**src/rtl/abs_diff_err_sweeper_pkg.sv**
```systemverilog
// Shared types and constants for the abs_diff error sweeper.
package abs_diff_sweep_pkg;

    typedef enum logic [1:0] {
        IDLE  = 2'd0,
        SWEEP = 2'd1,
        DRAIN = 2'd2,
        DONE  = 2'd3
    } state_e;

    localparam int unsigned DRAIN_CYCLES = 2;
    localparam int unsigned DRAIN_CNT_W  = (DRAIN_CYCLES > 1) ? $clog2(DRAIN_CYCLES) : 1;

    // Number of vectors in a full sweep of an in_w-bit input bus.
    function automatic int unsigned num_vectors(input int unsigned in_w);
        return 32'(1) << in_w;
    endfunction

endpackage

```
**src/rtl/abs_diff_err_sweeper_if.sv**
```systemverilog
// Bus between the sweep controller and the harness holding the exact/approx circuits.
interface abs_diff_err_sweeper_if #(
    parameter int unsigned IN_W  = 4,
    parameter int unsigned OUT_W = 3
);
    logic              start;
    logic              abort;
    logic [IN_W-1:0]   vec;
    logic [OUT_W-1:0]  exact_out;
    logic [OUT_W-1:0]  approx_out;
    logic              busy;
    logic              done;
    logic              pass;
    logic [OUT_W-1:0]  max_err;
    logic [IN_W:0]     err_count;
    logic              fail_valid;
    logic [IN_W-1:0]   fail_vec;

    modport master (
        output start, abort, exact_out, approx_out,
        input  vec, busy, done, pass, max_err, err_count, fail_valid, fail_vec
    );

    modport slave (
        input  start, abort, exact_out, approx_out,
        output vec, busy, done, pass, max_err, err_count, fail_valid, fail_vec
    );
endinterface

```
**src/rtl/abs_diff_err_acc.sv**
```systemverilog
// Stage-2 absolute-error compute with max / over-threshold count / first-fail accumulators.
module abs_diff_err_acc
    import abs_diff_sweep_pkg::*;
#(
    parameter int unsigned IN_W  = 4,
    parameter int unsigned OUT_W = 3,
    parameter int unsigned ET    = 4
) (
    input  logic              clk,
    input  logic              rst_n,
    input  logic              clear,
    input  logic              valid,
    input  logic [OUT_W-1:0]  exact,
    input  logic [OUT_W-1:0]  approx,
    input  logic [IN_W-1:0]   tag,
    output logic [OUT_W-1:0]  max_err,
    output logic [IN_W:0]     err_count,
    output logic              fail_valid,
    output logic [IN_W-1:0]   fail_vec
);

    localparam logic [OUT_W-1:0] ET_W = OUT_W'(ET);

    logic [OUT_W-1:0] err_c;
    logic [OUT_W-1:0] max_err_q,    max_err_d;
    logic [IN_W:0]    err_count_q,  err_count_d;
    logic             fail_valid_q, fail_valid_d;
    logic [IN_W-1:0]  fail_vec_q,   fail_vec_d;

    assign err_c = (exact >= approx) ? (exact - approx) : (approx - exact);

    // clear takes priority so a new sweep never inherits a stale sample.
    always_comb begin
        max_err_d    = max_err_q;
        err_count_d  = err_count_q;
        fail_valid_d = fail_valid_q;
        fail_vec_d   = fail_vec_q;
        if (clear) begin
            max_err_d    = '0;
            err_count_d  = '0;
            fail_valid_d = 1'b0;
            fail_vec_d   = '0;
        end else if (valid) begin
            if (err_c > max_err_q) begin
                max_err_d = err_c;
            end
            if (err_c > ET_W) begin
                err_count_d = err_count_q + (IN_W+1)'(1);
                if (!fail_valid_q) begin
                    fail_valid_d = 1'b1;
                    fail_vec_d   = tag;
                end
            end
        end
    end

    always_ff @(posedge clk or negedge rst_n) begin
        if (!rst_n) begin
            max_err_q    <= '0;
            err_count_q  <= '0;
            fail_valid_q <= 1'b0;
            fail_vec_q   <= '0;
        end else begin
            max_err_q    <= max_err_d;
            err_count_q  <= err_count_d;
            fail_valid_q <= fail_valid_d;
            fail_vec_q   <= fail_vec_d;
        end
    end

    assign max_err    = max_err_q;
    assign err_count  = err_count_q;
    assign fail_valid = fail_valid_q;
    assign fail_vec   = fail_vec_q;

endmodule

```
**src/rtl/abs_diff_err_sweeper.sv**
```systemverilog
// Sweeps every input vector through external exact/approx circuits and grades the error.
module abs_diff_err_sweeper
    import abs_diff_sweep_pkg::*;
#(
    parameter int unsigned IN_W  = 4,
    parameter int unsigned OUT_W = 3,
    parameter int unsigned ET    = 4
) (
    input  logic                   clk,
    input  logic                   rst_n,
    abs_diff_err_sweeper_if.slave  bus
);

    localparam logic [IN_W-1:0]        VEC_LAST   = IN_W'(num_vectors(IN_W) - 1);
    localparam logic [DRAIN_CNT_W-1:0] DRAIN_LAST = DRAIN_CNT_W'(DRAIN_CYCLES - 1);
    localparam logic [OUT_W-1:0]       ET_W       = OUT_W'(ET);

    state_e                 state_q,     state_d;
    logic [IN_W-1:0]        vec_q,       vec_d;
    logic                   busy_q,      busy_d;
    logic                   done_q,      done_d;
    logic                   pass_q,      pass_d;
    logic [DRAIN_CNT_W-1:0] drain_cnt_q, drain_cnt_d;
    logic                   valid1_q,    valid1_d;
    logic [OUT_W-1:0]       ex1_q,       ex1_d;
    logic [OUT_W-1:0]       ap1_q,       ap1_d;
    logic [IN_W-1:0]        tag1_q,      tag1_d;
    logic                   acc_clear_c;
    logic [OUT_W-1:0]       acc_max_err;

    always_comb begin
        state_d     = state_q;
        vec_d       = vec_q;
        done_d      = 1'b0;
        pass_d      = pass_q;
        drain_cnt_d = drain_cnt_q;
        valid1_d    = 1'b0;
        ex1_d       = bus.exact_out;
        ap1_d       = bus.approx_out;
        tag1_d      = vec_q;
        acc_clear_c = 1'b0;
        unique case (state_q)
            IDLE: begin
                if (bus.start) begin
                    state_d     = SWEEP;
                    vec_d       = '0;
                    pass_d      = 1'b0;
                    acc_clear_c = 1'b1;
                end
            end
            SWEEP: begin
                if (bus.abort) begin
                    state_d = IDLE;
                    pass_d  = 1'b0;
                end else begin
                    valid1_d = 1'b1;
                    if (vec_q == VEC_LAST) begin
                        state_d     = DRAIN;
                        drain_cnt_d = '0;
                    end else begin
                        vec_d = vec_q + IN_W'(1);
                    end
                end
            end
            // Two cycles let the last sample clear both pipeline stages.
            DRAIN: begin
                if (bus.abort) begin
                    state_d = IDLE;
                    pass_d  = 1'b0;
                end else if (drain_cnt_q == DRAIN_LAST) begin
                    state_d = DONE;
                end else begin
                    drain_cnt_d = drain_cnt_q + DRAIN_CNT_W'(1);
                end
            end
            DONE: begin
                done_d  = 1'b1;
                pass_d  = (acc_max_err <= ET_W);
                state_d = IDLE;
            end
            default: state_d = IDLE;
        endcase
        busy_d = (state_d == SWEEP) || (state_d == DRAIN);
    end

    always_ff @(posedge clk or negedge rst_n) begin
        if (!rst_n) begin
            state_q     <= IDLE;
            vec_q       <= '0;
            busy_q      <= 1'b0;
            done_q      <= 1'b0;
            pass_q      <= 1'b0;
            drain_cnt_q <= '0;
            valid1_q    <= 1'b0;
            ex1_q       <= '0;
            ap1_q       <= '0;
            tag1_q      <= '0;
        end else begin
            state_q     <= state_d;
            vec_q       <= vec_d;
            busy_q      <= busy_d;
            done_q      <= done_d;
            pass_q      <= pass_d;
            drain_cnt_q <= drain_cnt_d;
            valid1_q    <= valid1_d;
            ex1_q       <= ex1_d;
            ap1_q       <= ap1_d;
            tag1_q      <= tag1_d;
        end
    end

    abs_diff_err_acc #(
        .IN_W  (IN_W),
        .OUT_W (OUT_W),
        .ET    (ET)
    ) u_acc (
        .clk        (clk),
        .rst_n      (rst_n),
        .clear      (acc_clear_c),
        .valid      (valid1_q),
        .exact      (ex1_q),
        .approx     (ap1_q),
        .tag        (tag1_q),
        .max_err    (acc_max_err),
        .err_count  (bus.err_count),
        .fail_valid (bus.fail_valid),
        .fail_vec   (bus.fail_vec)
    );

    assign bus.vec     = vec_q;
    assign bus.busy    = busy_q;
    assign bus.done    = done_q;
    assign bus.pass    = pass_q;
    assign bus.max_err = acc_max_err;

endmodule
```
**src/flat_wrapper.sv**
```systemverilog
// flat-port wrapper written by rule: the top's interface ports become plain ports
module abs_diff_err_sweeper_flat import abs_diff_sweep_pkg::*;
#(
    parameter int unsigned IN_W  = 4,
    parameter int unsigned OUT_W = 3,
    parameter int unsigned ET    = 4
)
  (clk, rst_n, bus_start, bus_abort, bus_exact_out, bus_approx_out, bus_vec, bus_busy, bus_done, bus_pass, bus_max_err, bus_err_count, bus_fail_valid, bus_fail_vec);
  abs_diff_err_sweeper_if #(.IN_W(IN_W), .OUT_W(OUT_W)) bus_i ();
  input  logic clk;
  input  logic rst_n;
  input wire logic [$bits(bus_i.start)-1:0] bus_start;
  input wire logic [$bits(bus_i.abort)-1:0] bus_abort;
  input wire logic [$bits(bus_i.exact_out)-1:0] bus_exact_out;
  input wire logic [$bits(bus_i.approx_out)-1:0] bus_approx_out;
  output wire logic [$bits(bus_i.vec)-1:0] bus_vec;
  output wire logic [$bits(bus_i.busy)-1:0] bus_busy;
  output wire logic [$bits(bus_i.done)-1:0] bus_done;
  output wire logic [$bits(bus_i.pass)-1:0] bus_pass;
  output wire logic [$bits(bus_i.max_err)-1:0] bus_max_err;
  output wire logic [$bits(bus_i.err_count)-1:0] bus_err_count;
  output wire logic [$bits(bus_i.fail_valid)-1:0] bus_fail_valid;
  output wire logic [$bits(bus_i.fail_vec)-1:0] bus_fail_vec;
  assign bus_i.start = bus_start;
  assign bus_i.abort = bus_abort;
  assign bus_i.exact_out = bus_exact_out;
  assign bus_i.approx_out = bus_approx_out;
  assign bus_vec = bus_i.vec;
  assign bus_busy = bus_i.busy;
  assign bus_done = bus_i.done;
  assign bus_pass = bus_i.pass;
  assign bus_max_err = bus_i.max_err;
  assign bus_err_count = bus_i.err_count;
  assign bus_fail_valid = bus_i.fail_valid;
  assign bus_fail_vec = bus_i.fail_vec;
  abs_diff_err_sweeper #(.IN_W(IN_W), .OUT_W(OUT_W), .ET(ET)) u_core (.clk(clk), .rst_n(rst_n), .bus(bus_i));
endmodule
```
**config.mk**
```make
export PLATFORM = sky130hd
export DESIGN_NAME = abs_diff_err_sweeper_flat
export DESIGN_NICKNAME = d
export VERILOG_FILES = /design/src/rtl/abs_diff_err_sweeper_pkg.sv /design/src/rtl/abs_diff_err_sweeper_if.sv /design/src/rtl/abs_diff_err_acc.sv /design/src/rtl/abs_diff_err_sweeper.sv /design/src/flat_wrapper.sv
export SDC_FILE = /design/constraint.sdc
export NUM_CORES = 1
export LEC_CHECK = 0
export ABC_CLOCK_PERIOD_IN_PS = 3600
export CORE_AREA = 2 2 47 92
export DETAILED_ROUTE_END_ITERATION = 16
export DIE_AREA = 0 0 49 94
export PLACE_DENSITY = 0.67
export SLEW_MARGIN = 25
export SYNTH_ARGS = -nofsm -noshare
export SYNTH_HDL_FRONTEND = slang
export SYNTH_SLANG_ARGS = --single-unit
```
**constraint.sdc**
```tcl
create_clock -name clk -period 3.6 [get_ports clk]
set_clock_uncertainty 0.15 [all_clocks]
set_input_delay 0.54 -clock clk [delete_from_list [all_inputs] [get_ports clk]]
set_output_delay 0.54 -clock clk [all_outputs]
set_load 0.05 [all_outputs]
```
Word level (Yosys, flattened, before mapping)
Index checks and enable logic that the tools add are counted.
Word-level totals
  bits in registers: 34
  bits in latches: 0
  memory bits (writable): 0
  ROM bits: 0
  input port bits: 10
  word-level logic and storage cells: 87
  memories kept: 0
Cells by class
  $add $sub $neg: 5
  multipliers: 0
  div/mod/pow operators: 0
  magnitude comparators: 4
  equality and inequality tests: 13
  shifts and indexed selects: 0
  multiplexer cells: 37
  bitwise gates (word level): 0
  reductions and logical operators: 14
Operator list (number)
  $mux 4: 7
  $mux 5: 3
  $mux 1: 14
  $mux 3: 4
  $mux 2: 5
  $reduce_bool 2->1: 5
  $ne 2x2->1 const B: 4
  $pmux 2 s4: 1
  $pmux 4 s2: 1
  $reduce_and 4->1: 2
  $eq 2x2->1 const B: 3
  $ne 2x1->1 const B: 3
  $reduce_and 2->1: 3
  $sub 3x3->3: 2
  $add 5x1->5 const B: 1
  $add 4x1->4 const B: 1
  $eq 2x1->1 const B: 2
  $eq 4x4->1 const B: 1
  $ge 3x3->1: 1
  $gt 3x3->1: 1
  $gt 3x3->1 const B: 1
  $le 3x3->1 const B: 1
  $pmux 1 s3: 1
  $reduce_and 3->1: 1
  5 further kinds: 5

Depth between registers and ports, before layout
Gate-level depths: netlist (run 1).
  depth in word-level cells: 6
  mapped depth: 13
  gate-level depth less buffers: 13

Hierarchy
Synthesis (run 1) repeated with hierarchy kept, for this count alone.
Second synthesis, totals
  cells, all modules: 186
  area total of the unflattened synthesis: 1940.6 µm²
Modules (own cells, without submodules)
  abs_diff_err_acc: times used 1, cells each 101, area an instance 975.9 µm²
  abs_diff_err_sweeper: times used 1, cells each 85, area an instance 964.7 µm²

Least setup slack after synthesis (run 1)
OpenSTA, ideal clock, no wires.
  path type: reg2reg
  start: register u_core.ap1_q[0]
  end: register u_core.u_acc.max_err_q[0], in the netlist u_core.u_acc.max_err[0]
  setup time: 124 ps
  data arrival time: 2734 ps
  slack: 592 ps
  cell stages (with the launch flop): 14
  buffers on the path: 0
  period minus slack after synthesis: 3008 ps
  path through: dfrtp_1 inv_1 ha_1 inv_1 fa_1 or4b_1 a21oi_2 or3_1 ha_1 nand3_1 nand2_1 a21oi_1 mux2i_1 nor2_1
Between the ends
  word-level cells in the longest chain between the ends: 5
  elaborated cells on any way between the ends: 10
  those cells by class: 2 x add/sub; 2 x order compare; 4 x mux; 2 x reduce/logical
RTL lines
  start, declared: RTL line abs_diff_err_sweeper.sv:26  | logic [OUT_W-1:0] ap1_q, ap1_d;
  start signal, assigned: RTL line abs_diff_err_sweeper.sv:107  | ap1_q <= ap1_d;
  $sub 3x3->3 / $ge 3x3->1 (equally long branches): RTL line abs_diff_err_acc.sv:30  | assign err_c = (exact >= approx) ? (exact - approx) : (approx - exact);
  $mux 3 (*): RTL line abs_diff_err_acc.sv:30
  $gt 3x3->1 / $mux 3 (equally long branches): RTL line abs_diff_err_acc.sv:44  | if (err_c > max_err_q) begin
  $reduce_bool 2->1 (no source line) / $mux 3 (equally long branches)
  $reduce_and 2->1 (no source line) / $mux 3 (equally long branches)
  end signal, assigned: RTL line abs_diff_err_acc.sv:64  | max_err_q <= max_err_d;
  end, declared: RTL line abs_diff_err_acc.sv:25  | logic [OUT_W-1:0] max_err_q, max_err_d;
Every way passes the cells marked *; elsewhere a longest branch is shown, timed or not. The select of a mux whose other input is x is not followed.
A chain may end at the register's enable or synchronous reset.

Final worst setup path (run 1)
Ends and elaborated chain as after synthesis.

==> impl_metrics.yaml, run 1 <==
synth:
  synth_flop_cell: "dfrtp_1"
  synth_edf_count: 0
  syn_nets: 201
  synth_most_common_cell: "dfrtp_1"
  synth_area_sq_um: 1780
  synth_seq_cells: 34
  ys.warnings.count: 0
  synth_seq_area_share_pct: 47.9
  syn_area_per_cell_sq_um: 10.1
  yosysTopAreaCellShare_pct: 47.9
  synthCells: 176
  async_flop_share_pct: 100
  synth_common_cells: "dfrtp_1 (34), nand2_1 (28), inv_1 (15)"
  synth_cell_type_count: 37
  yosys.area.top_type: "dfrtp_1"
  synth.area.top_cells: "dfrtp_1 (48%), ha_1 (9.2%), mux2i_1 (6.2%), nand2_1 (5.9%), inv_1 (3.2%)"
die:
  ioPinCount: 30
  fp.dieW_um: 49
  initial_core_util_pct: 45.7
  design.core.area_sq_um: 3880
  dieArea_sq_um: 4610
  num_rows: 32
  die_y_um: 94
sta:
  hold_viol_final: 0
  post-route-period-util_pct: 89.7
  rsz0062_at_grt: "no"
  setup_tns_ns: 0
  period_minus_slack_ns: 3.23
  fmax_ghz: 0.310
  worstMarginPinSlew_ns: 0.645
  slew_violations: 0
  relSlewSlack_pct: 56.9
  setup_viol: 0
clock_network:
  clk_latency_ns: 0.28
  post_cts_buffers: 0
  cts-root-buf: "clkbuf_8"
  cts.sink_count: 34
  cts_resized: 0
  tritoncts: "done"
  clk_pin_slew_ns: 0.07
  cts_buffer_depth: 2
  cts.hold.buffers_added: 0
  tritoncts.num_buffers: 5
  htreeDepth: 2
route:
  via_per_inst: 5.24
  wire_per_inst_um: 14.3
  drcViolationCount: 0
  drt_iter0_markers: 32
  finalWirelength_um: 3760
  first_pass_iters: 4
  vias: 1379
  ant_nets: 0
worst_hold_path:
  holdCritPathClass: "reg2reg"
placed_design:
  hpwl_um: 2900
  gp_congestion: 0.799
  dpl-instance-area_sq_um: 2130
  port_buffers: 29
finish:
  fin_nets: 236
  stdcell_area_sq_um: 2220
  diodes: 0
  synthToLayoutAreaGrowth_pct: 25.1
  n_fill_cell: 365
  drive_gt1_share_pct: 5.66
global_route:
  grt_use_total_pct: 18.3
  antenna_found_initial: 0
  grt_overflow: 0
  grt_pass1_wl_um: 6280
  grt_max_degree: 35
  grt_pass1_vias: 1446
pwr:
  p_leak_nw: 0.995
  max-vdd-ir-drop_v: 0.000397
  p_per_area_nw_per_um2: 693
setup_path:
  cp.arrival_ns: 3.23
  cp.required_ns: 3.61
  critical_path_class: "reg2reg"
  critPathCaptureType: "flip-flop"
  cp-start-kind: "flip-flop"
  critPathMaxFanout: 3
job:
  cap_violations: 0
outcome:
  status: "complete, no violations"
cells by family (layout without fill, tap and decap cells):
family | count (synthesis) | after routing | synth area share (%)
AO/OA/AOI/OAI | 30 | 30 | 10.8
flip-flops | 34 | 34 | 47.9
AND/OR/NAND/NOR | 65 | 65 | 18.0
adder cells (fa/ha/maj) | 15 | 15 | 11.4
XOR/XNOR | 3 | 3 | 1.48
buffers and inverters | 17 | 53 | 3.59
multiplexers | 12 | 12 | 6.83
area by class of cell:
cell class,count,area (sq um),area share (%)
tap,51,63.8,2.87
multi-input combinational,125,862,38.8
inverter,15,56.3,2.53
clock buffer,7,86.3,3.89
clock inverter,1,5.00,0.225
timing repair buffer,30,298,13.4
sequential,34,851,38.3
layout by cell type, fill, tap and decap left out, drive strengths merged, types with 3 or more instances in the layout:
cell	instances
xor2	3
nor2b	3
mux2i	11
clkdlybuf4s50	29
ha	13
nand2b	4
nor2	12
nand3	3
a21oi	10
clkbuf	7
inv	15
o21ai	7
dfrtp	34
nand2	28
o31ai	3
state kept, by name, indices dropped and copies added (netlist names):
signal,flops
u_core.tag1_q,4
u_core.u_acc.err_count,5
u_core.valid1_q,1
u_core.bus.pass,1
u_core.u_acc.fail_vec,4
u_core.bus.busy,1
u_core.bus.done,1
u_core.bus.vec,4
u_core.ap1_q,3
u_core.u_acc.fail_valid,1
u_core.state_q,2
u_core.drain_cnt_q,1
u_core.u_acc.max_err,3
u_core.ex1_q,3
critical path, cell delays in order, from the launching register on:
cell and delay, ns:
dfrtp_1 0.38, inv_1 0.06, ha_1 0.13, inv_1 0.06, fa_1 0.43, or4b_1 0.55
a21oi_2 0.18, or3_1 0.17, ha_1 0.25, nand3_1 0.09, nand2_1 0.05, a21oi_1 0.31
mux2i_1 0.23, nor2_1 0.07
worst paths after layout:
path                                        start                       to  slack [ns]  cells past startpoint
worst min-delay path            u_core.bus.vec[3]         u_core.tag1_q[3]        0.33                      0
worst max-delay path              u_core.ap1_q[0]  u_core.u_acc.max_err[0]        0.37                     13
worst min register to register  u_core.bus.vec[3]         u_core.tag1_q[3]        0.33                      0
max in group asynchronous                   rst_n         u_core.tag1_q[3]        2.48                      2
min in group asynchronous                   rst_n        u_core.state_q[0]        0.51                      2
worst max register to register    u_core.ap1_q[0]  u_core.u_acc.max_err[0]        0.37                     13
per-stage QoR:
stage | std cells | hold slack (ns) | util [%] | total power [mW] | worst slack (ns)
final | 263 | 0.331 | 57.2 | 1.54 | 0.372
after global routing | 263 | 0.356 | 57.2 | 1.65 | 0.153
after CTS | 263 | 0.340 | 57.2 | 1.56 | 0.365
after detailed placement | 255 | 0.319 | 54.9 | 1.26 | 0.383
after global placement | 255 | 0.306 | 54.9 | 1.23 | 0.496
after floorplan | 176 | 0.0944 | - | 1.03 | 0.592
power breakdown:
| part | switching [mW] | internal [mW] | total, mW |
|---|---|---|---|
| combinational | 0.445 | 0.247 | 0.693 |
| sequential | 0.0866 | 0.473 | 0.559 |
| clock | 0.134 | 0.154 | 0.288 |
per-layer routing:
layer	up-vias	GRT usage, %	routed length (um)
li1	670	-	-
met1	665	17.6	1370
met2	30	34.2	2110
met3	14	3.34	119
met4	0	12.6	153
met5	-	0	0
Power figures use the tool's default switching activity.
==> run 2, diff against run 1 <==
- PLACE_DENSITY: 0.67 -> 0.79
==> impl_metrics.yaml, run 2 (synthesized netlist as in run 1, its figures left out) <==
outcome:
  status: "complete, no violations"
clock_network:
  tritoncts: "done"
  post_cts_buffers: 0
  clk_pin_slew_ns: 0.08
  cts_buffer_depth: 2
  htreeDepth: 2
  cts_resized: 0
  cts.sink_count: 34
  cts.hold.buffers_added: 0
  clk_latency_ns: 0.29
  tritoncts.num_buffers: 5
  cts-root-buf: "clkbuf_8"
setup_path:
  critPathCaptureType: "flip-flop"
  critPathMaxFanout: 3
  cp_slowest_cell: "or4b_1"
  cp.required_ns: 3.63
  cp-start-kind: "flip-flop"
  slowest_delay_ns: 0.56
  critical_path_class: "reg2reg"
  path_cells: "inv_1 > ha_1 > inv_1 > fa_1 > or4b_1 > a21oi_2 > or3_1 > ha_1 > nand3_1 > nand2_1 > a21oi_1 > mux2i_1 > nor2_1"
  cp.arrival_ns: 3.24
worst_hold_path:
  holdCritPathClass: "reg2reg"
finish:
  largest_reg_flops: 5
  fin_nets: 236
  synthToLayoutAreaGrowth_pct: 25.3
  n_fill_cell: 357
  final_cell_mix: "dfrtp_1 (34), clkdlybuf4s50_1 (29), nand2_1 (28), inv_1 (15), ha_1 (13)"
  diodes: 0
  layout.cells.most_common: "dfrtp_1"
  stdcell_area_sq_um: 2230
  drive_gt1_share_pct: 6.13
route:
  first_pass_iters: 4
  wire_per_inst_um: 13.4
  drcViolationCount: 0
  finalWirelength_um: 3530
  via_per_inst: 5.25
  drt_iter0_markers: 31
  ant_nets: 0
  vias: 1380
pwr:
  p_leak_nw: 0.994
  max-vdd-ir-drop_v: 0.000431
  totalPowerFinal_mw: 1.54
  p_per_area_nw_per_um2: 690
die:
  initial_core_util_pct: 45.7
  num_rows: 32
  design.core.area_sq_um: 3880
  ioPinCount: 30
  dieArea_sq_um: 4610
  die_y_um: 94
  fp.dieW_um: 49
sta:
  relSlewSlack_pct: 55.6
  period_minus_slack_ns: 3.21
  hold_viol_final: 0
  fmax_ghz: 0.311
  worst_hold_slack_ns: 0.332
  worstMarginPinSlew_ns: 0.665
  slew_violations: 0
  post-route-period-util_pct: 89.2
  setup_tns_ns: 0
  rsz0062_at_grt: "no"
  setup_viol: 0
placed_design:
  dpl-instance-area_sq_um: 2130
  hpwl_um: 2760
  gp_congestion: 0.797
  port_buffers: 29
global_route:
  antenna_found_initial: 0
  grt_use_total_pct: 17.1
  grt_pass1_wl_um: 5820
  grt_max_degree: 35
  grt_overflow: 0
  grt_pass1_vias: 1302
job:
  cap_violations: 0
-- run 2: cell count changes in the layout (fill, tap and decap cells not counted), sizes merged --
| cell | delta |
|---|---|
| clkbuf | -1 |
| clkinvlp | +1 |
-- run 2: cell type report --
class,instances,area (sq um),share of cell area [%]
Multi-Input combinational cell,125,862,38.7
Sequential cell,34,851,38.2
Timing Repair Buffer,30,298,13.4
Clock buffer,6,82.6,3.71
Tap cell,51,63.8,2.87
Inverter,15,56.3,2.53
Clock inverter,2,12.5,0.562
-- run 2: layer usage --
metal	wire [um]	track usage, %	up-vias
met4	95	11.2	0
met3	88	3.18	7
met1	1260	15.3	682
li1	-	-	671
met5	0	0	-
met2	2090	33.3	20
-- run 2: worst paths after layout --
| path | start | end | slack, ns | cells after the start |
|---|---|---|---|---|
| min in group asynchronous | rst_n | u_core.u_acc.fail_valid | 0.50 | 2 |
| worst min register to register | u_core.bus.vec[3] | u_core.tag1_q[3] | 0.33 | 0 |
| worst min-delay path | u_core.bus.vec[3] | u_core.tag1_q[3] | 0.33 | 0 |
| max in group asynchronous | rst_n | u_core.bus.busy | 2.50 | 2 |
| worst max register to register | u_core.ap1_q[0] | u_core.u_acc.max_err[0] | 0.39 | 13 |
| worst max-delay path | u_core.ap1_q[0] | u_core.u_acc.max_err[0] | 0.39 | 13 |
-- run 2: metrics by stage --
| step | util [%] | std cells | worst slack (ns) |
|---|---|---|---|
| 2_1_floorplan | - | 176 | 0.592 |
| 3_3_place_gp | 54.9 | 255 | 0.465 |
| 3_5_place_dp | 54.9 | 255 | 0.377 |
| 4_1_cts | 57.3 | 263 | 0.375 |
| 5_1_grt | 57.3 | 263 | 0.150 |
| 6_report | 57.3 | 263 | 0.389 |
-- run 2: critical path, delay by kind of cell (launching register included) --
family | cells | cell delay, ns
AO/OA/AOI/OAI | 2 | 0.47
AND/OR/NAND/NOR | 5 | 0.93
adder cells (fa/ha/maj) | 3 | 0.82
multiplexers | 1 | 0.23
flip-flops | 1 | 0.39
buffers and inverters | 2 | 0.11
-- run 2: power breakdown --
part	switching [mW]	leakage (nW)	internal (mW)
logic	0.435	0.503	0.246
clock network	0.141	0.0472	0.154
registers	0.0887	0.444	0.472
total	0.665	0.994	0.872
